**src/rtl/sdram_bus_bridge_if.sv**
```systemverilog
// Bus-side and SDRAM-controller-host-side signals of the 32-to-16-bit bridge.
// The slave modport is the bridge; the master modport is its surroundings (CPU bus plus controller).
interface sdram_bus_bridge_if;
  logic [31:0] bus_addr;
  logic [31:0] bus_wdata;
  logic [3:0]  bus_bytesel;
  logic        bus_wr_en;
  logic        bus_access;
  logic        bus_ack;
  logic [31:0] bus_rdata;
  logic [31:0] h_addr;
  logic [15:0] h_wdata;
  logic        h_wr_en;
  logic [1:0]  h_bytesel;
  logic [15:0] h_rdata;
  logic        h_compl;
  logic        h_config_done;

  modport slave (
    input  bus_addr, bus_wdata, bus_bytesel, bus_wr_en, bus_access,
    output bus_ack, bus_rdata,
    output h_addr, h_wdata, h_wr_en, h_bytesel,
    input  h_rdata, h_compl, h_config_done
  );

  modport master (
    output bus_addr, bus_wdata, bus_bytesel, bus_wr_en, bus_access,
    input  bus_ack, bus_rdata,
    input  h_addr, h_wdata, h_wr_en, h_bytesel,
    output h_rdata, h_compl, h_config_done
  );
endinterface

```
**src/rtl/sdram_bus_bridge.sv**
```systemverilog
// Splits 32-bit bus accesses into one or two 16-bit SDRAM controller accesses
// and assembles read data; all outputs are registered.
//
// state  | meaning
// SETTLE | post-reset wait, controller completions ignored
// IDLE   | waiting for a request with the SDRAM initialised
// LOW    | lower half-word access in flight
// HIGH   | upper half-word access in flight
// ACK    | bus_ack pulse being issued
module sdram_bus_bridge #(
  parameter int unsigned SETTLE_CYCLES = 8
) (
  input logic              clk,
  input logic              rst,
  sdram_bus_bridge_if.slave bus
);
  localparam int unsigned CNT_W = $clog2(SETTLE_CYCLES + 1);
  localparam logic [CNT_W-1:0] CNT_LAST = CNT_W'(SETTLE_CYCLES - 1);

  typedef enum logic [2:0] {S_SETTLE, S_IDLE, S_LOW, S_HIGH, S_ACK} state_e;

  state_e           state_q, state_d;
  logic [CNT_W-1:0] settle_cnt_q, settle_cnt_d;
  logic [29:0]      addr_q, addr_d;
  logic [31:0]      wdata_q, wdata_d;
  logic [3:0]       bytesel_q, bytesel_d;
  logic             wr_en_q, wr_en_d;
  logic [31:0]      rdata_q, rdata_d;
  logic             bus_ack_q, bus_ack_d;
  logic [31:0]      bus_rdata_q, bus_rdata_d;
  logic [31:0]      h_addr_q, h_addr_d;
  logic [15:0]      h_wdata_q, h_wdata_d;
  logic             h_wr_en_q, h_wr_en_d;
  logic [1:0]       h_bytesel_q, h_bytesel_d;

  function automatic logic [15:0] lane_mask(input logic [1:0] be);
    return {{8{be[1]}}, {8{be[0]}}};
  endfunction

  always_comb begin
    state_d      = state_q;
    settle_cnt_d = settle_cnt_q;
    addr_d       = addr_q;
    wdata_d      = wdata_q;
    bytesel_d    = bytesel_q;
    wr_en_d      = wr_en_q;
    rdata_d      = rdata_q;
    bus_ack_d    = 1'b0;
    bus_rdata_d  = 32'h0;
    h_addr_d     = h_addr_q;
    h_wdata_d    = h_wdata_q;
    h_wr_en_d    = 1'b0;
    h_bytesel_d  = 2'b00;

    case (state_q)
      S_SETTLE: begin
        if (settle_cnt_q == CNT_LAST) begin
          state_d      = S_IDLE;
          settle_cnt_d = '0;
        end else begin
          settle_cnt_d = settle_cnt_q + CNT_W'(1);
        end
      end

      S_IDLE: begin
        if (bus.bus_access && bus.h_config_done) begin
          addr_d    = bus.bus_addr[31:2];
          wdata_d   = bus.bus_wdata;
          bytesel_d = bus.bus_bytesel;
          wr_en_d   = bus.bus_wr_en;
          rdata_d   = 32'h0;
          if (bus.bus_bytesel[1:0] != 2'b00) begin
            state_d     = S_LOW;
            h_addr_d    = {bus.bus_addr[31:2], 2'b00};
            h_wdata_d   = bus.bus_wdata[15:0];
            h_bytesel_d = bus.bus_bytesel[1:0];
            h_wr_en_d   = bus.bus_wr_en;
          end else if (bus.bus_bytesel[3:2] != 2'b00) begin
            state_d     = S_HIGH;
            h_addr_d    = {bus.bus_addr[31:2], 2'b10};
            h_wdata_d   = bus.bus_wdata[31:16];
            h_bytesel_d = bus.bus_bytesel[3:2];
            h_wr_en_d   = bus.bus_wr_en;
          end else begin
            state_d = S_ACK;
          end
        end
      end

      S_LOW: begin
        h_bytesel_d = h_bytesel_q;
        h_wr_en_d   = h_wr_en_q;
        if (bus.h_compl) begin
          if (!wr_en_q)
            rdata_d[15:0] = bus.h_rdata & lane_mask(bytesel_q[1:0]);
          if (bytesel_q[3:2] != 2'b00) begin
            state_d     = S_HIGH;
            h_addr_d    = {addr_q, 2'b10};
            h_wdata_d   = wdata_q[31:16];
            h_bytesel_d = bytesel_q[3:2];
            h_wr_en_d   = wr_en_q;
          end else begin
            state_d     = S_ACK;
            h_bytesel_d = 2'b00;
            h_wr_en_d   = 1'b0;
            bus_ack_d   = 1'b1;
            bus_rdata_d = rdata_d;
          end
        end
      end

      S_HIGH: begin
        h_bytesel_d = h_bytesel_q;
        h_wr_en_d   = h_wr_en_q;
        if (bus.h_compl) begin
          if (!wr_en_q)
            rdata_d[31:16] = bus.h_rdata & lane_mask(bytesel_q[3:2]);
          state_d     = S_ACK;
          h_bytesel_d = 2'b00;
          h_wr_en_d   = 1'b0;
          bus_ack_d   = 1'b1;
          bus_rdata_d = rdata_d;
        end
      end

      S_ACK: begin
        // ack already raised on the completion edge; a zero-bytesel request raises it here
        if (bus_ack_q) begin
          state_d = S_IDLE;
        end else begin
          bus_ack_d   = 1'b1;
          bus_rdata_d = rdata_q;
        end
      end

      default: state_d = S_SETTLE;
    endcase
  end

  always_ff @(posedge clk) begin
    if (rst) begin
      state_q      <= S_SETTLE;
      settle_cnt_q <= '0;
      addr_q       <= '0;
      wdata_q      <= '0;
      bytesel_q    <= '0;
      wr_en_q      <= 1'b0;
      rdata_q      <= '0;
      bus_ack_q    <= 1'b0;
      bus_rdata_q  <= '0;
      h_addr_q     <= '0;
      h_wdata_q    <= '0;
      h_wr_en_q    <= 1'b0;
      h_bytesel_q  <= '0;
    end else begin
      state_q      <= state_d;
      settle_cnt_q <= settle_cnt_d;
      addr_q       <= addr_d;
      wdata_q      <= wdata_d;
      bytesel_q    <= bytesel_d;
      wr_en_q      <= wr_en_d;
      rdata_q      <= rdata_d;
      bus_ack_q    <= bus_ack_d;
      bus_rdata_q  <= bus_rdata_d;
      h_addr_q     <= h_addr_d;
      h_wdata_q    <= h_wdata_d;
      h_wr_en_q    <= h_wr_en_d;
      h_bytesel_q  <= h_bytesel_d;
    end
  end

  assign bus.bus_ack   = bus_ack_q;
  assign bus.bus_rdata = bus_rdata_q;
  assign bus.h_addr    = h_addr_q;
  assign bus.h_wdata   = h_wdata_q;
  assign bus.h_wr_en   = h_wr_en_q;
  assign bus.h_bytesel = h_bytesel_q;
endmodule
```
**src/flat_wrapper.sv**
```systemverilog
// flat-port wrapper written by rule: the top's interface ports become plain ports
module sdram_bus_bridge_flat 
#(
  parameter int unsigned SETTLE_CYCLES = 8
)
  (clk, rst, bus_bus_addr, bus_bus_wdata, bus_bus_bytesel, bus_bus_wr_en, bus_bus_access, bus_bus_ack, bus_bus_rdata, bus_h_addr, bus_h_wdata, bus_h_wr_en, bus_h_bytesel, bus_h_rdata, bus_h_compl, bus_h_config_done);
  sdram_bus_bridge_if bus_i ();
  input logic clk;
  input logic rst;
  input wire logic [$bits(bus_i.bus_addr)-1:0] bus_bus_addr;
  input wire logic [$bits(bus_i.bus_wdata)-1:0] bus_bus_wdata;
  input wire logic [$bits(bus_i.bus_bytesel)-1:0] bus_bus_bytesel;
  input wire logic [$bits(bus_i.bus_wr_en)-1:0] bus_bus_wr_en;
  input wire logic [$bits(bus_i.bus_access)-1:0] bus_bus_access;
  output wire logic [$bits(bus_i.bus_ack)-1:0] bus_bus_ack;
  output wire logic [$bits(bus_i.bus_rdata)-1:0] bus_bus_rdata;
  output wire logic [$bits(bus_i.h_addr)-1:0] bus_h_addr;
  output wire logic [$bits(bus_i.h_wdata)-1:0] bus_h_wdata;
  output wire logic [$bits(bus_i.h_wr_en)-1:0] bus_h_wr_en;
  output wire logic [$bits(bus_i.h_bytesel)-1:0] bus_h_bytesel;
  input wire logic [$bits(bus_i.h_rdata)-1:0] bus_h_rdata;
  input wire logic [$bits(bus_i.h_compl)-1:0] bus_h_compl;
  input wire logic [$bits(bus_i.h_config_done)-1:0] bus_h_config_done;
  assign bus_i.bus_addr = bus_bus_addr;
  assign bus_i.bus_wdata = bus_bus_wdata;
  assign bus_i.bus_bytesel = bus_bus_bytesel;
  assign bus_i.bus_wr_en = bus_bus_wr_en;
  assign bus_i.bus_access = bus_bus_access;
  assign bus_bus_ack = bus_i.bus_ack;
  assign bus_bus_rdata = bus_i.bus_rdata;
  assign bus_h_addr = bus_i.h_addr;
  assign bus_h_wdata = bus_i.h_wdata;
  assign bus_h_wr_en = bus_i.h_wr_en;
  assign bus_h_bytesel = bus_i.h_bytesel;
  assign bus_i.h_rdata = bus_h_rdata;
  assign bus_i.h_compl = bus_h_compl;
  assign bus_i.h_config_done = bus_h_config_done;
  sdram_bus_bridge #(.SETTLE_CYCLES(SETTLE_CYCLES)) u_core (.clk(clk), .rst(rst), .bus(bus_i));
endmodule
```
**config.mk**
```make
export PLATFORM = sky130hd
export DESIGN_NAME = sdram_bus_bridge_flat
export DESIGN_NICKNAME = d
export VERILOG_FILES = /design/src/rtl/sdram_bus_bridge_if.sv /design/src/rtl/sdram_bus_bridge.sv /design/src/flat_wrapper.sv
export SDC_FILE = /design/constraint.sdc
export NUM_CORES = 1
export LEC_CHECK = 0
export CAP_MARGIN = 10
export CORE_ASPECT_RATIO = 1.2
export CORE_MARGIN = 4
export CORE_UTILIZATION = 40
export DETAILED_ROUTE_END_ITERATION = 8
export PLACE_DENSITY = 0.67
export REMOVE_ABC_BUFFERS = 1
export SKIP_CTS_REPAIR_TIMING = 1
export SYNTH_ARGS = -nofsm -noshare
export SYNTH_HDL_FRONTEND = slang
export SYNTH_SLANG_ARGS = --single-unit
```
**constraint.sdc**
```tcl
create_clock -name clk -period 2 [get_ports clk]
set_input_delay 0.3 -clock clk [delete_from_list [all_inputs] [get_ports clk]]
set_output_delay 0.3 -clock clk [all_outputs]
set_load 0.1 [all_outputs]
```
* Word-level counts from Yosys, hierarchy flattened
Cells that the tools add are included.
Word-level totals: word-level logic and storage cells 95, flip-flop bits (word level) 190, memory bits (read-only) 0, memories kept 0, output and inout bits 84, latch bits 0, input bits 90, memory bits (writable) 0
Operators by class: add/subtract/negate cells 1, eq/ne operators 12, reduce and logical (&&, ||, !) cells 13, $lt $le $gt $ge 0, multiply operators 0, divide/modulo/power cells 0, bitwise operators 2, mux-type cells 53, shift operators 0
Operators with widths (number):
- two-way mux 32 bit | 10
- two-way mux 16 bit | 9
- case mux 16 bit (2 select lines) | 3
- case mux 32 bit (3 select lines) | 1
- case mux 32 bit (2 select lines) | 1
- bitwise AND 16 bit | 2
- two-way mux 3 bit | 8
- case mux 3 bit (5 select lines) | 1
- two-way mux 2 bit | 6
- two-way mux 1 bit | 10
- AND reduction 5 bit | 2
- nonzero test 2 bit | 5
- inequality test 2 x 1 -> 1 bit, second input constant | 4
- == test 3 x 2 -> 1 bit, second input constant | 2
- case mux 1 bit (3 select lines) | 2
- case mux 2 bit (3 select lines) | 1
- AND reduction 3 bit | 2
- adder 4 x 1 -> 4 bit, second input constant | 1
- == test 4 x 3 -> 1 bit, second input constant | 1
- two-way mux 4 bit | 1
- inequality test 2 bit, second input constant | 2
- AND reduction 2 bit | 2
- == test 3 x 1 -> 1 bit, second input constant | 1
- == test 3 bit, second input constant | 1
- other kinds (3) | 3

* Longest topological paths before layout
Gate-level depths: netlist (run 1).
depth in word-level cells 5, gate-level depth with buffers 7, mapped depth without buffers 5

* Worst setup path before layout (run 1)
No wires, ideal clock.
path kind reg2reg, start point reg u_core.bus_ack_q, in the netlist u_core.bus.bus_ack, end point reg u_core.bus_rdata_q[0], in the netlist u_core.bus.bus_rdata[0], arrival time 1.699 ns, required time 1.872 ns, path slack 0.174 ns, period minus slack after synthesis 1.826 ns, path buffers 1, stages on the path, launching flop included 6, setup time 0.128 ns, path through dfxtp_1 > or4b_1 > nand2_2 > buf_4 > a22oi_1 > nor2_1
On the way: cells in the longest elaborated chain, start to end 2
RTL lines:
- start: declaration | RTL line sdram_bus_bridge.sv:29 | logic bus_ack_q, bus_ack_d;
- start signal: assignment | RTL line sdram_bus_bridge.sv:163 | bus_ack_q <= bus_ack_d;
- two-way mux 32 bit | RTL line sdram_bus_bridge.sv:128 | if (bus_ack_q) begin
- case mux 32 bit (3 select lines) | RTL line sdram_bus_bridge.sv:55 | case (state_q)
- end signal: assignment | RTL line sdram_bus_bridge.sv:164 | bus_rdata_q <= bus_rdata_d;
- end: declaration | RTL line sdram_bus_bridge.sv:30 | logic [31:0] bus_rdata_q, bus_rdata_d;
Every way passes these cells. A chain may end at the register's enable or synchronous reset.

* Final worst setup path (run 1)
start point reg u_core.state_q[1], end point reg u_core.h_addr_q[14], in the netlist u_core.bus.h_addr[14]
On the way: cells in the longest elaborated chain, start to end 3, elaborated cells between the ends (all ways) 9, classes of those cells eq/ne: 6; mux: 1; reduce/logical: 2
RTL lines:
- start: declaration | RTL line sdram_bus_bridge.sv:22 | state_e state_q, state_d;
- start signal: assignment | RTL line sdram_bus_bridge.sv:156 | state_q <= state_d;
- == test 3 x 1 -> 1 bit or == test 3 x 2 -> 1 bit (tied branches) | RTL line sdram_bus_bridge.sv:55
- inequality test 3 x 1 -> 1 bit (no source line) (tied with other cells)
- AND reduction 5 bit (no source line)
- end signal: assignment | RTL line sdram_bus_bridge.sv:165 | h_addr_q <= h_addr_d;
- end: declaration | RTL line sdram_bus_bridge.sv:31 | logic [31:0] h_addr_q, h_addr_d;
Several ways; a longest one is shown, not always the timed one.

==> results of run 1 <==
critical path: cells and delay by family, from the launching register on:
family	cells	cell delay, ns
AND/OR/NAND/NOR	2	0.67
flip-flops	1	0.44
AO/OA/AOI/OAI	2	0.40
buffers and inverters	1	0.19
where the power goes:
part | internal, W | leakage, nW | total [W] | switching, W
sequential | 0.00365 | 1.40 | 0.00381 | 0.000162
combinational | 0.000945 | 1.90 | 0.00280 | 0.00186
clock | 0.00190 | 0.290 | 0.00335 | 0.00145
total | 0.00650 | 3.59 | 0.00997 | 0.00347
cells by family (layout without fill, tap and decap cells):
logic type,after synthesis,after routing,synth area share (%)
compound gates,267,267,23.23
xor+xnor,1,1,0.1197
fa+ha+maj,1,1,0.1710
buf+inv,86,257,5.148
flops,173,173,47.34
mux,18,18,2.480
other cells,1,1,0.05126
simple gates,373,373,21.46
cell type report:
| class | instances | area (um2) |
|---|---|---|
| flip-flops and latches | 173 | 3466 |
| multi-input cells | 661 | 3507 |
| fillers | 1695 | 7881 |
| clock inverters | 13 | 151.4 |
| well taps | 220 | 275.3 |
| repair buffers | 220 | 2029 |
| inverters | 5 | 18.77 |
| clock buffers | 19 | 442.9 |
synth_stat cells, drive strengths merged, types with 2 or more instances:
| library cell | instances |
|---|---|
| a21oi | 152 |
| a21o | 2 |
| or3b | 2 |
| o21ai | 22 |
| clkbuf | 53 |
| buf | 28 |
| a211oi | 2 |
| nand2b | 2 |
| nand3b | 17 |
| nand3 | 18 |
| a311o | 16 |
| a311oi | 30 |
| or4b | 2 |
| a22o | 16 |
| nand4b | 2 |
| nor3 | 3 |
| mux2i | 17 |
| nor3b | 2 |
| a2bb2oi | 2 |
| o21a | 2 |
| dfxtp | 173 |
| a22oi | 17 |
| nand2 | 235 |
| nor2 | 80 |
| nor2b | 4 |
| inv | 4 |
final timing paths:
check | from | to | slack (ns) | cells past startpoint
setup / recovery | u_core.state_q[1] | u_core.bus.h_addr[14] | 0.21 | 5
hold / removal | rst | u_core.wdata_q[16] | 0.26 | 2
setup reg to reg | u_core.state_q[1] | u_core.bus.h_addr[14] | 0.21 | 5
hold reg to reg | u_core.bytesel_q[1] | u_core.bytesel_q[1] | 0.45 | 2
metrics by stage:
step | hold slack, ns | instance area, um2 | util (%) | instances | setup slack (ns)
after CTS | 0.2451 | 9888 | 55.64 | 1311 | 0.06887
final | 0.2615 | 9891 | 55.65 | 1311 | 0.2103
after global placement | 0.4418 | 9294 | 52.30 | 1279 | -0.07184
after global routing | 0.2639 | 9891 | 55.65 | 1311 | 0.1006
after floorplan | 0.3679 | 6958 | - | 839 | -2.135
after detailed placement | 0.4463 | 9294 | 52.30 | 1279 | -0.1106
sequential cells by signal, summed over array words and instances, names as in the netlist:
register / count
u_core.bus.h_wdata: 16
u_core.settle_cnt_q: 4
u_core.addr_q: 30
u_core.bus.h_bytesel: 2
u_core.bus.bus_rdata: 32
u_core.bus.bus_ack: 1
u_core.wdata_q: 16
u_core.rdata_q: 32
u_core.bytesel_q: 4
u_core.bus.h_addr: 31
u_core.wr_en_q: 1
u_core.bus.h_wr_en: 1
u_core.state_q: 3
metal layers:
metal / vias to the layer above / track usage, % / routed length (um)
met2: 261 / 34.26 / 10380
met3: 24 / 5.226 / 1549
met1: 3295 / 24.60 / 8917
met5: - / 0 / 0
met4: 0 / 6.903 / 289
li1: 3512 / - / -
==> results.sh, run 1 <==
export IMPL_status="finished clean"
export IMPL_max_freq_mhz=558.8
export IMPL_antenna_found_initial=0
export IMPL_worstSetupPathType="flop to flop"
export IMPL_powerDensity_nw_per_um2=1008
export IMPL_p_leak_nw=3.587
export IMPL_ctsHtreeMaxLevel=4
export IMPL_worstPathRequired_ns=2.34
export IMPL_finalHoldViolations=0
export IMPL_place_hpwl_um=13910
export IMPL_insertedDiodeCount=0
export IMPL_die_h_um=156.1
export IMPL_grt_start_max_net_pins=52
export IMPL_port_buffer_count=170
export IMPL_area_growth_pct=35.20
export IMPL_synth_area_leaders="dfxtp_1, nand2_1, a21oi_1, nor2_1, a311oi_1"
export IMPL_dieArea_um2=20530
export IMPL_gr_usage_all_layers_pct=20.02
export IMPL_layout_commonest_cell="nand2_1"
export IMPL_drc=0
export IMPL_critPathMaxStageDelay_ns=0.44
export IMPL_first_global_vias=6558
export IMPL_placementRows=53
export IMPL_ys_seq_area_share_pct=47.34
export IMPL_start_kind="flop"
export IMPL_initial_utilization_pct=41.16
export IMPL_insertion_delay_ns=0.43
export IMPL_min_period_ns=1.790
export IMPL_cts_sinks=173
export IMPL_tightest_slew_ns=0.7122
export IMPL_slew_headroom_pct=52.42
export IMPL_clk_pin_slew_ns=0.07
export IMPL_endpoint_kind="flop"
export IMPL_ys_warn_count=0
export IMPL_rsz0062_at_grt="no"
export IMPL_syn_inst=920
export IMPL_path_max_fanout=11
export IMPL_avgSynthCellArea_um2=7.952
export IMPL_tritoncts="built"
export IMPL_antenna_left=0
export IMPL_fp_dieW_um=131.5
export IMPL_routabilityCongestion=0.8539
export IMPL_cts_root_buffer="clkbuf_16"
export IMPL_nets=1169
export IMPL_synth_top_area_cell="dfxtp_1"
export IMPL_cts_buffers=17
export IMPL_crit_chain="or3b_1 > a2bb2oi_2 > and2_2 > buf_4 > a311oi_1"
export IMPL_grt_overflow=0
export IMPL_via_per_inst=5.410
export IMPL_synth_cell_types=50
export IMPL_ys_seq_elements=173
export IMPL_drv_cap=0
export IMPL_fin_crit_sh_pct=89.48
export IMPL_crit_arrival_ns=2.13
export IMPL_detail_route_wirelength_um=21140
export IMPL_design_core_area_um2=17770
export IMPL_synth_top_area_share_pct=47.34
export IMPL_synth_edf_count=0
export IMPL_drt_iter0_markers=535
export IMPL_layout_common_cells="nand2_1, dfxtp_1, a21oi_1, buf_4, clkdlybuf4s50_1"
export IMPL_synth_async_sr_flop_share_pct=0
export IMPL_ios=174
export IMPL_fin_tns_setup_ns=0
export IMPL_layout_drive_gt1_share_pct=16.59
export IMPL_clock_skew_ns=0.008836
export IMPL_clockBufferDepth=2
export IMPL_peakVddDrop_mv=0.6707
export IMPL_total_power_w=0.009967
export IMPL_synth_ff_type="dfxtp_1"
export IMPL_hold_class="input port to flop"
export IMPL_wl_per_cell_um=16.12
export IMPL_grt_first_pass_wirelength_um=33850
export IMPL_setup_violations=0
export IMPL_dr_pass1_iters=5
export IMPL_drv_slew=0
export IMPL_vias=7092
export IMPL_critPathSlowestCell="dfxtp_2"
export IMPL_syn_area_um2=7316
Note: power is estimated with default switching activity, not from simulation.
==> inputs of run 2 (changes only) <==
- ABC_AREA: not set -> 1
- GPL_TIMING_DRIVEN: not set -> 1
- HOLD_SLACK_MARGIN: not set -> 0.05
- PLACE_DENSITY: 0.67 -> 0.66
==> run 2 against run 1 <==
Wire length up 0.46%. Worst hold slack better by 0.16 ns. Synthesized cell count up 31%. Largest cell class unchanged. Fmax up 4.1%. Largest power group is now combinational logic.
==> results.sh, run 2 <==
export IMPL_status="finished clean"
export IMPL_path_max_fanout=16
export IMPL_synth_top_area_cell="dfxtp_1"
export IMPL_crit_chain="nor2_1 > nand2_1 > nand2_1 > nand2_1 > nor2_4 > buf_4 > nand2_1 > o21ai_0 > nor2_1"
export IMPL_clk_pin_slew_ns=0.06
export IMPL_final_core_util_pct=53.93
export IMPL_crit_buf_inv=1
export IMPL_crit_arrival_ns=2.01
export IMPL_grt_util_met3_pct=4.762
export IMPL_grt_overflow=0
export IMPL_endpoint_kind="flop"
export IMPL_crit_reg2reg_capture="u_core.rdata_q[11]"
export IMPL_ff2ff_path_depth=9
export IMPL_ctsHtreeMaxLevel=4
export IMPL_routabilityCongestion=0.8069
export IMPL_ys_seq_area_share_pct=44.65
export IMPL_cts_root_buffer="clkbuf_16"
export IMPL_place_hpwl_um=14240
export IMPL_synth_most_common_cell="nand2_1"
export IMPL_via_per_inst=4.798
export IMPL_first_global_vias=7131
export IMPL_avgSynthCellArea_um2=6.459
export IMPL_synth_area_leaders="dfxtp_1, nand2_1, nor2_1, o21ai_0, inv_1"
export IMPL_rsz0062_at_grt="no"
export IMPL_r2r_start="u_core.state_q[1]"
export IMPL_dieArea_um2=21690
export IMPL_crit_family="simple AND/OR/NAND/NOR gates"
export IMPL_peakVddDrop_mv=0.9007
export IMPL_worstSetupEndpoint="u_core.rdata_q[11]"
export IMPL_design_core_area_um2=18990
export IMPL_insertedDiodeCount=0
export IMPL_initial_utilization_pct=40.84
export IMPL_fp_dieW_um=135.1
export IMPL_met2_usage_pct=31.86
export IMPL_synth_async_sr_flop_share_pct=0
export IMPL_wl_per_cell_um=13.11
export IMPL_slew_headroom_pct=60.06
export IMPL_cts_sinks=173
export IMPL_critPathSlowestCell="dfxtp_1"
export IMPL_grt_busiest_layer="met2"
export IMPL_min_period_ns=1.720
export IMPL_tritoncts="built"
export IMPL_tightest_slew_ns=0.5991
export IMPL_fin_crit_sh_pct=86.00
export IMPL_drv_slew=0
export IMPL_layout_drive_gt1_share_pct=11.66
export IMPL_syn_inst=1201
export IMPL_insertion_delay_ns=0.42
export IMPL_drt_iter0_markers=534
export IMPL_clockBufferDepth=2
export IMPL_path_depth=9
export IMPL_layout_common_cells="nand2_1, nor2_1, dfxtp_1, inv_1, buf_4"
export IMPL_placementRows=55
export IMPL_area_growth_pct=32.03
export IMPL_p_leak_nw=4.750
export IMPL_dr_pass1_iters=5
export IMPL_place_area_um2=9642
export IMPL_ios=174
export IMPL_detail_route_wirelength_um=21240
export IMPL_synth_edf_count=0
export IMPL_powerDensity_nw_per_um2=1590
export IMPL_grtUsageMet1_pct=25.84
export IMPL_start_kind="flop"
export IMPL_synth_top_area_share_pct=44.65
export IMPL_critPathMaxStageDelay_ns=0.34
export IMPL_drc=0
export IMPL_design_area_um2=10240
export IMPL_grt_first_pass_wirelength_um=35130
export IMPL_vias=7772
export IMPL_drv_cap=0
export IMPL_layout_commonest_cell="nand2_1"
export IMPL_finalHoldViolations=0
export IMPL_rrSetupSlack_ns=0.28
export IMPL_clock_skew_ns=0.009647
export IMPL_antenna_left=0
export IMPL_grt_start_max_net_pins=62
export IMPL_worstSetupPathType="flop to flop"
export IMPL_crit_path_start="u_core.state_q[1]"
export IMPL_hold_class="input port to flop"
export IMPL_max_freq_mhz=581.4
export IMPL_port_buffer_count=170
export IMPL_gr_usage_all_layers_pct=19.61
export IMPL_die_h_um=160.6
export IMPL_worstPathRequired_ns=2.29
export IMPL_setup_violations=0
export IMPL_synth_commonest_cells="nand2_1, nor2_1, dfxtp_1, inv_1, o21ai_0"
export IMPL_synth_ff_type="dfxtp_1"
export IMPL_synth_cell_types=24
export IMPL_antenna_found_initial=0
export IMPL_seqCellArea_um2=3463
export IMPL_multi_input_area_um2=3558
export IMPL_fillers=1932
export IMPL_cp_common_cell="nand2_1"
export IMPL_nets=1442
export IMPL_ys_warn_count=0
export IMPL_cts_buffers=17
export IMPL_ys_seq_elements=173
export IMPL_syn_area_um2=7757
[run 2: worst min path at each step]
stage | from | end | slack, ns | cells after the start
finish | rst | u_core.bus.h_wdata[5] | 0.42 | 5
floorplan | rst | u_core.bus.bus_rdata[0] | 0.37 | 1
CTS | rst | u_core.bus.h_wdata[5] | 0.41 | 5
global route | rst | u_core.bus.h_wdata[0] | 0.45 | 5
global placement | u_core.wdata_q[30] | u_core.wdata_q[30] | 0.44 | 2
detailed placement | u_core.wdata_q[25] | u_core.wdata_q[25] | 0.44 | 2
[run 2: area by class of cell]
cell class | count | share of cell area [%]
clock buffer | 22 | 4.532
clock inverter | 10 | 1.332
inverter | 113 | 4.153
multi-input combinational | 843 | 34.74
sequential | 173 | 33.81
tap | 256 | 3.127
timing repair buffer | 203 | 18.30
[run 2: cell families (layout without fill, tap and decap cells)]
| kind of cell | count (synthesis) | count (layout) | share of synthesized area (%) |
|---|---|---|---|
| other cells | 1 | 1 | 0.04834 |
| fa+ha+maj | 1 | 1 | 0.1613 |
| compound gates | 166 | 166 | 11.02 |
| flops | 173 | 173 | 44.65 |
| buf+inv | 185 | 348 | 9.871 |
| simple gates | 674 | 674 | 34.15 |
| xor+xnor | 1 | 1 | 0.1129 |
[run 2: power by group]
group / internal [W] / total, W / switching (W)
Sequential: 0.00416 / 0.00457 / 0.000416
Clock: 0.00203 / 0.00338 / 0.00135
Combinational: 0.00227 / 0.00833 / 0.00606
[run 2: per-layer routing]
metal | part of all wire [%] | up-vias
li1 | - | 4014
met1 | 46 | 3533
met2 | 46 | 205
met3 | 6.5 | 20
met4 | 1.0 | 0
met5 | 0 | -
[run 2: worst reg2reg max path: stages, from the launching register on]
cell and delay (ns):
dfxtp_1 0.34, nor2_1 0.21, nand2_1 0.18, nand2_1 0.12, nand2_1 0.09, nor2_4 0.20, buf_4 0.25, nand2_1 0.08
o21ai_0 0.08, nor2_1 0.05
[run 2: stage by stage]
step / worst slack, ns / cells / setup TNS [ns] / power [W] / hold WS (ns)
2_1_floorplan: -1.416 / 1129 / -114.75 / 0.01052 / 0.3691
3_3_place_gp: 0.08951 / 1588 / 0 / 0.01293 / 0.4376
3_5_place_dp: 0.05349 / 1588 / 0 / 0.01300 / 0.4420
4_1_cts: 0.2774 / 1620 / 0 / 0.01643 / 0.4072
5_1_grt: 0.1144 / 1620 / 0 / 0.01734 / 0.4477
6_report: 0.2800 / 1620 / 0 / 0.01628 / 0.4241
==> RTL edit 1, RTL diff (flow settings as in run 2) <==
`SETTLE_CYCLES` is set to 8 in 2 places; all go to 4.
--- a/src/rtl/sdram_bus_bridge.sv
+++ b/src/rtl/sdram_bus_bridge.sv
@@ -9,5 +9,5 @@
 // ACK    | bus_ack pulse being issued
 module sdram_bus_bridge #(
-  parameter int unsigned SETTLE_CYCLES = 8
+  parameter int unsigned SETTLE_CYCLES = 4
 ) (
   input logic              clk,
--- a/src/flat_wrapper.sv
+++ b/src/flat_wrapper.sv
@@ -2,5 +2,5 @@
 module sdram_bus_bridge_flat 
 #(
-  parameter int unsigned SETTLE_CYCLES = 8
+  parameter int unsigned SETTLE_CYCLES = 4
 )
   (clk, rst, bus_bus_addr, bus_bus_wdata, bus_bus_bytesel, bus_bus_wr_en, bus_bus_access, bus_bus_ack, bus_bus_rdata, bus_h_addr, bus_h_wdata, bus_h_wr_en, bus_h_bytesel, bus_h_rdata, bus_h_compl, bus_h_config_done);
Function: no difference found for any inputs over 4 cycles, from zero or initial values and one cycle with rst high; that may be too few to reach the edited logic, so the function may still have changed.
==> RTL edit 1 against run 2 <==
Non-clock buffer count down 3; setup slack improved by 0.053 ns; synthesized area increased by 0.16%; sequential cell count down 1; synthesized cell count rose by 0.58%; sequential share of layout area hardly changed; maximum frequency rose by 3.2%; wire length is 1.8% higher; clock power decreased by 5%; cell count up 0.49%; power decreased by 19%; final area decreased by 0.46%; highest routed layer is now met5.
==> RTL edit 1: results (changes against run 2) <==
- Status: finished clean
- Post-synthesis sequential area ratio: 44.3% (-0.33 points)
- Synth cell types: 27 (+13%)
- Critical-path maximum fanout: 28 (+12)
- Gp weighted congestion: 0.777 (-3.8%)
- Sw Share: 44.9% (-3.1 points)
- Storage element area: 3440 sq um (-0.58%)
- DR WL/cell: 13.3 microns (+1.3%)
- Clk tree area frac: 5.61% (-0.25 points)
- First DRT Iteration DRCs: 639 (+20%)
- Clkbuf count: 19 (-14%)
- Die Width: 135 microns (about the same)
- CP Data Arrival Time: 2.03 ns (+0.02 ns)
- Cell Area, Placed: 9620 sq um (-0.22%)
- Reg power frac: 31.4% (+3.3 points)
- Buffers excl. clock: 200 (-1.5%)
- Worst-Margin Slew: 0.626 ns (+0.0266 ns)
- Hold WS: 0.401 ns (-0.0228 ns)
- Lkg Pwr: 4.82 nW (+1.5%)
- Most frequent cells after synthesis: nand2_1 (432), nor2_1 (178), dfxtp_1 (172)
- Largest net degree at the start of global routing: 57 (-8.1%)
- Via density: 4.75 (-1.1%)
- Initial antenna violation count: 1 (+1)
- Total track usage: 20.0% (+0.37 points)
- Multi-input gates: 847 (+0.47%)
- Slowest cell on the critical path: buf_4
- Post-Place Cells: 1595 (+0.44%)
- Fillers: 1945 (+0.67%)
- Layout Utilization: 53.7% (-0.25 points)
- Area of the multi-input gates: 3570 sq um (+0.21%)
- Synth top area cells: dfxtp_1 (44%), nand2_1 (21%), nor2_1 (8.6%)
[RTL edit 1: final timing paths]
path,depth (start not counted),endpoint,from
min reg2reg,2,u_core.wdata_q[23],u_core.wdata_q[23]
max,10,u_core.bus.h_addr[25],u_core.state_q[2]
max reg2reg,10,u_core.bus.h_addr[25],u_core.state_q[2]
min,4,u_core.bus.bus_rdata[17],rst
[RTL edit 1: logic make-up (layout without fill, tap and decap cells)]
kind of cell | after synthesis | after routing
other cells | 1 | 2
fa+ha+maj | 1 | 1
buf+inv | 189 | 352
compound gates | 149 | 149
flops | 172 | 172
simple gates | 696 | 696
[RTL edit 1: routing by layer]
metal	global-route usage, %	vias to the layer above	routed length (microns)
met5	0	-	12
met4	5.59	2	319
met3	6.33	27	1640
met2	33.1	209	10100
met1	25.0	3475	9510
li1	-	4014	-
[RTL edit 1: worst min-delay path, cell delays in order]
cell	delay (ns)
buf_2	0.11
clkinv_2	0.24
nand2_1	0.09
inv_1	0.04
==> RTL edit 2, RTL diff (config.mk and constraints of run 2) <==
Without the edit above. The 5 states of `state_e` get a one-hot encoding in 5 bits.
--- a/src/rtl/sdram_bus_bridge.sv
+++ b/src/rtl/sdram_bus_bridge.sv
@@ -18,5 +18,5 @@
   localparam logic [CNT_W-1:0] CNT_LAST = CNT_W'(SETTLE_CYCLES - 1);
 
-  typedef enum logic [2:0] {S_SETTLE, S_IDLE, S_LOW, S_HIGH, S_ACK} state_e;
+  typedef enum logic [4:0] {S_SETTLE = 5'b00001, S_IDLE = 5'b00010, S_LOW = 5'b00100, S_HIGH = 5'b01000, S_ACK = 5'b10000} state_e;
 
   state_e           state_q, state_d;
Function: same outputs for any inputs over 4 cycles, from zero or initial values and one cycle with rst high; so few cycles prove little.
==> RTL edit 2 against run 2 <==
Sequential share of layout area is 1.0 points lower; cell count is 4.0% higher; count of clock-buffer cells in the layout is 5 lower; synthesized cell count is 4.6% higher; synthesized area is 5.1% higher; final area is 4.3% higher; maximum frequency is 0.93% lower; wire length is 12% higher; setup slack worse by 0.016 ns; hold slack better by 0.033 ns; utilization is 0.11 points higher; sequential cell count is 2 higher; largest cell class unchanged.
Power is not compared: it rests on default switching activity, and its combinational part moved more than twofold at a synthesized area within 25%.
==> RTL edit 2: results (changes against run 2) <==
- Status: finished clean
- Largest net degree at the start of global routing: 80 (+29%)
- Dpl hpwl: 15800 microns (+11%)
- Initial antenna violation count: 1 (+1)
- H-tree levels: 4 (unchanged)
- Clk slew on worst S/H paths: 0.07 ns
- Synth cell types: 28 (+17%)
- Drt total wl: 23800 microns (+12%)
- Slew margin rel.: 65.1% (+5.0 points)
- Synth top area share: 43.0% (-1.7 points)
- Root Buffer: clkbuf_16
- Synth top area cells: dfxtp_1 (43%), nand2_1 (17%), nor2_1 (11%)
- Setup skew after layout: 0.0129 ns (+0.00328 ns)
- Max clock buf depth: 2 (unchanged)
- First-pass GRT wire length: 39000 microns (+11%)
- CP Class: flip-flop to flip-flop
- WHS Path Cells: 2 (-3)
- Vias in the first global route: 7749 (+8.7%)
- Ant diodes: 0 (unchanged)
- First DRT Iteration DRCs: 554 (+3.7%)
- Total track usage: 20.8% (+1.2 points)
- TritonRoute pass-1 iters: 9 (+4)
- CP Data Arrival Time: 2.11 ns (+0.10 ns)
- # nets final: 1502 (+4.2%)
- FF-to-FF Start: u_core.state_q[3]
- Hold Crit Class: flip-flop to flip-flop
- Async SR Flop Fraction: 0% (unchanged)
- Clk_lat worst skew: 0.44 ns (+0.02 ns)
- Gp weighted congestion: 0.839 (+4.0%)
- Post-synthesis sequential area ratio: 43.0% (-1.7 points)
- Synth Warn #: 0 (unchanged)
- Lkg Pwr: a little under 5 nW
- Number of port buffers: 170 (unchanged)
- Inserted Clock Buffers: 17 (unchanged)
- Via density: 4.89 (+2.0%)
- Worst hold start: u_core.bytesel_q[1]
- Most frequent cells after synthesis: nand2_1 (371), nor2_1 (249), dfxtp_1 (175)
- Switch Pwr: between 3 and 4 mW
- Share of layout cells above drive strength 1: 12.8% (+1.1 points)
- Maximum VDD drop: approximately 620 uV
- Critical-path maximum fanout: 27 (+11)
- R2R cell count: 10 (+1)
-- RTL edit 2: path summary, 6_finish.rpt --
kind                                             end  slack (ns)
worst min register to register   u_core.bytesel_q[1]        0.46
worst max-delay path            u_core.bus.h_addr[7]        0.26
worst max register to register  u_core.bus.h_addr[7]        0.26
worst min-delay path             u_core.bytesel_q[1]        0.46
-- RTL edit 2: layer usage --
layer	track usage, %	part of all wire, %
met3	5.97	6.7
met4	6.65	1.4
met2	35.5	48
met1	25.4	44
met5	0	0.055
-- RTL edit 2: cell families (layout without fill, tap and decap cells) --
logic type               Yosys count  count (layout)  share of synthesized area (%)
AO/OA/AOI/OAI                    146             146                           9.53
XOR/XNOR                           1               1                          0.107
adder cells (fa/ha/maj)            1               1                          0.153
buffers and inverters            184             352                           9.42
flip-flops                       175             175                           43.0
other                              1               1                         0.0460
AND/OR/NAND/NOR                  748             748                           37.8
-- RTL edit 2: area by class of cell --
cell class | instances | area (sq um)
clock buffers | 17 | 425
clock inverters | 15 | 150
fillers | 2010 | 9080
inverters | 107 | 403
multi-input cells | 897 | 3900
flip-flops and latches | 175 | 3500
well taps | 261 | 327
repair buffers | 213 | 1970
-- RTL edit 2: critical path, cell delays in order, from the launching register on --
cell and delay, ns:
dfxtp_1 0.37, nor2_2 0.20, nand2_1 0.09, nor2_2 0.21, nand2_1 0.12, nand2_1 0.18
inv_2 0.09, buf_12 0.18, nand3_1 0.09, nand2_1 0.05, nor2_1 0.10
-- RTL edit 2: power groups by stage --
| stage | clock network, mW | registers, mW | logic (mW) |
|---|---|---|---|
| 2_1_floorplan | 0 | 4.59 | 0.675 |
| 3_3_place_gp | 0 | 3.88 | 2.03 |
| 3_5_place_dp | 0 | 3.89 | 2.04 |
| 4_1_cts | 3.36 | 3.81 | 2.05 |
| 5_1_grt | 3.50 | 3.84 | 2.21 |
| 6_report | 3.28 | 3.81 | 2.05 |
-- RTL edit 2: through the flow --
stage	std cells	setup slack (ns)	cell area (sq um)	power [mW]
CTS	1685	0.258	10700	9.22
detailed placement	1653	0.0705	10100	5.93
finish	1685	0.264	10700	9.14
global route	1685	0.0698	10700	9.55
floorplan	1179	-2.93	7780	5.26
global placement	1653	0.0918	10100	5.92
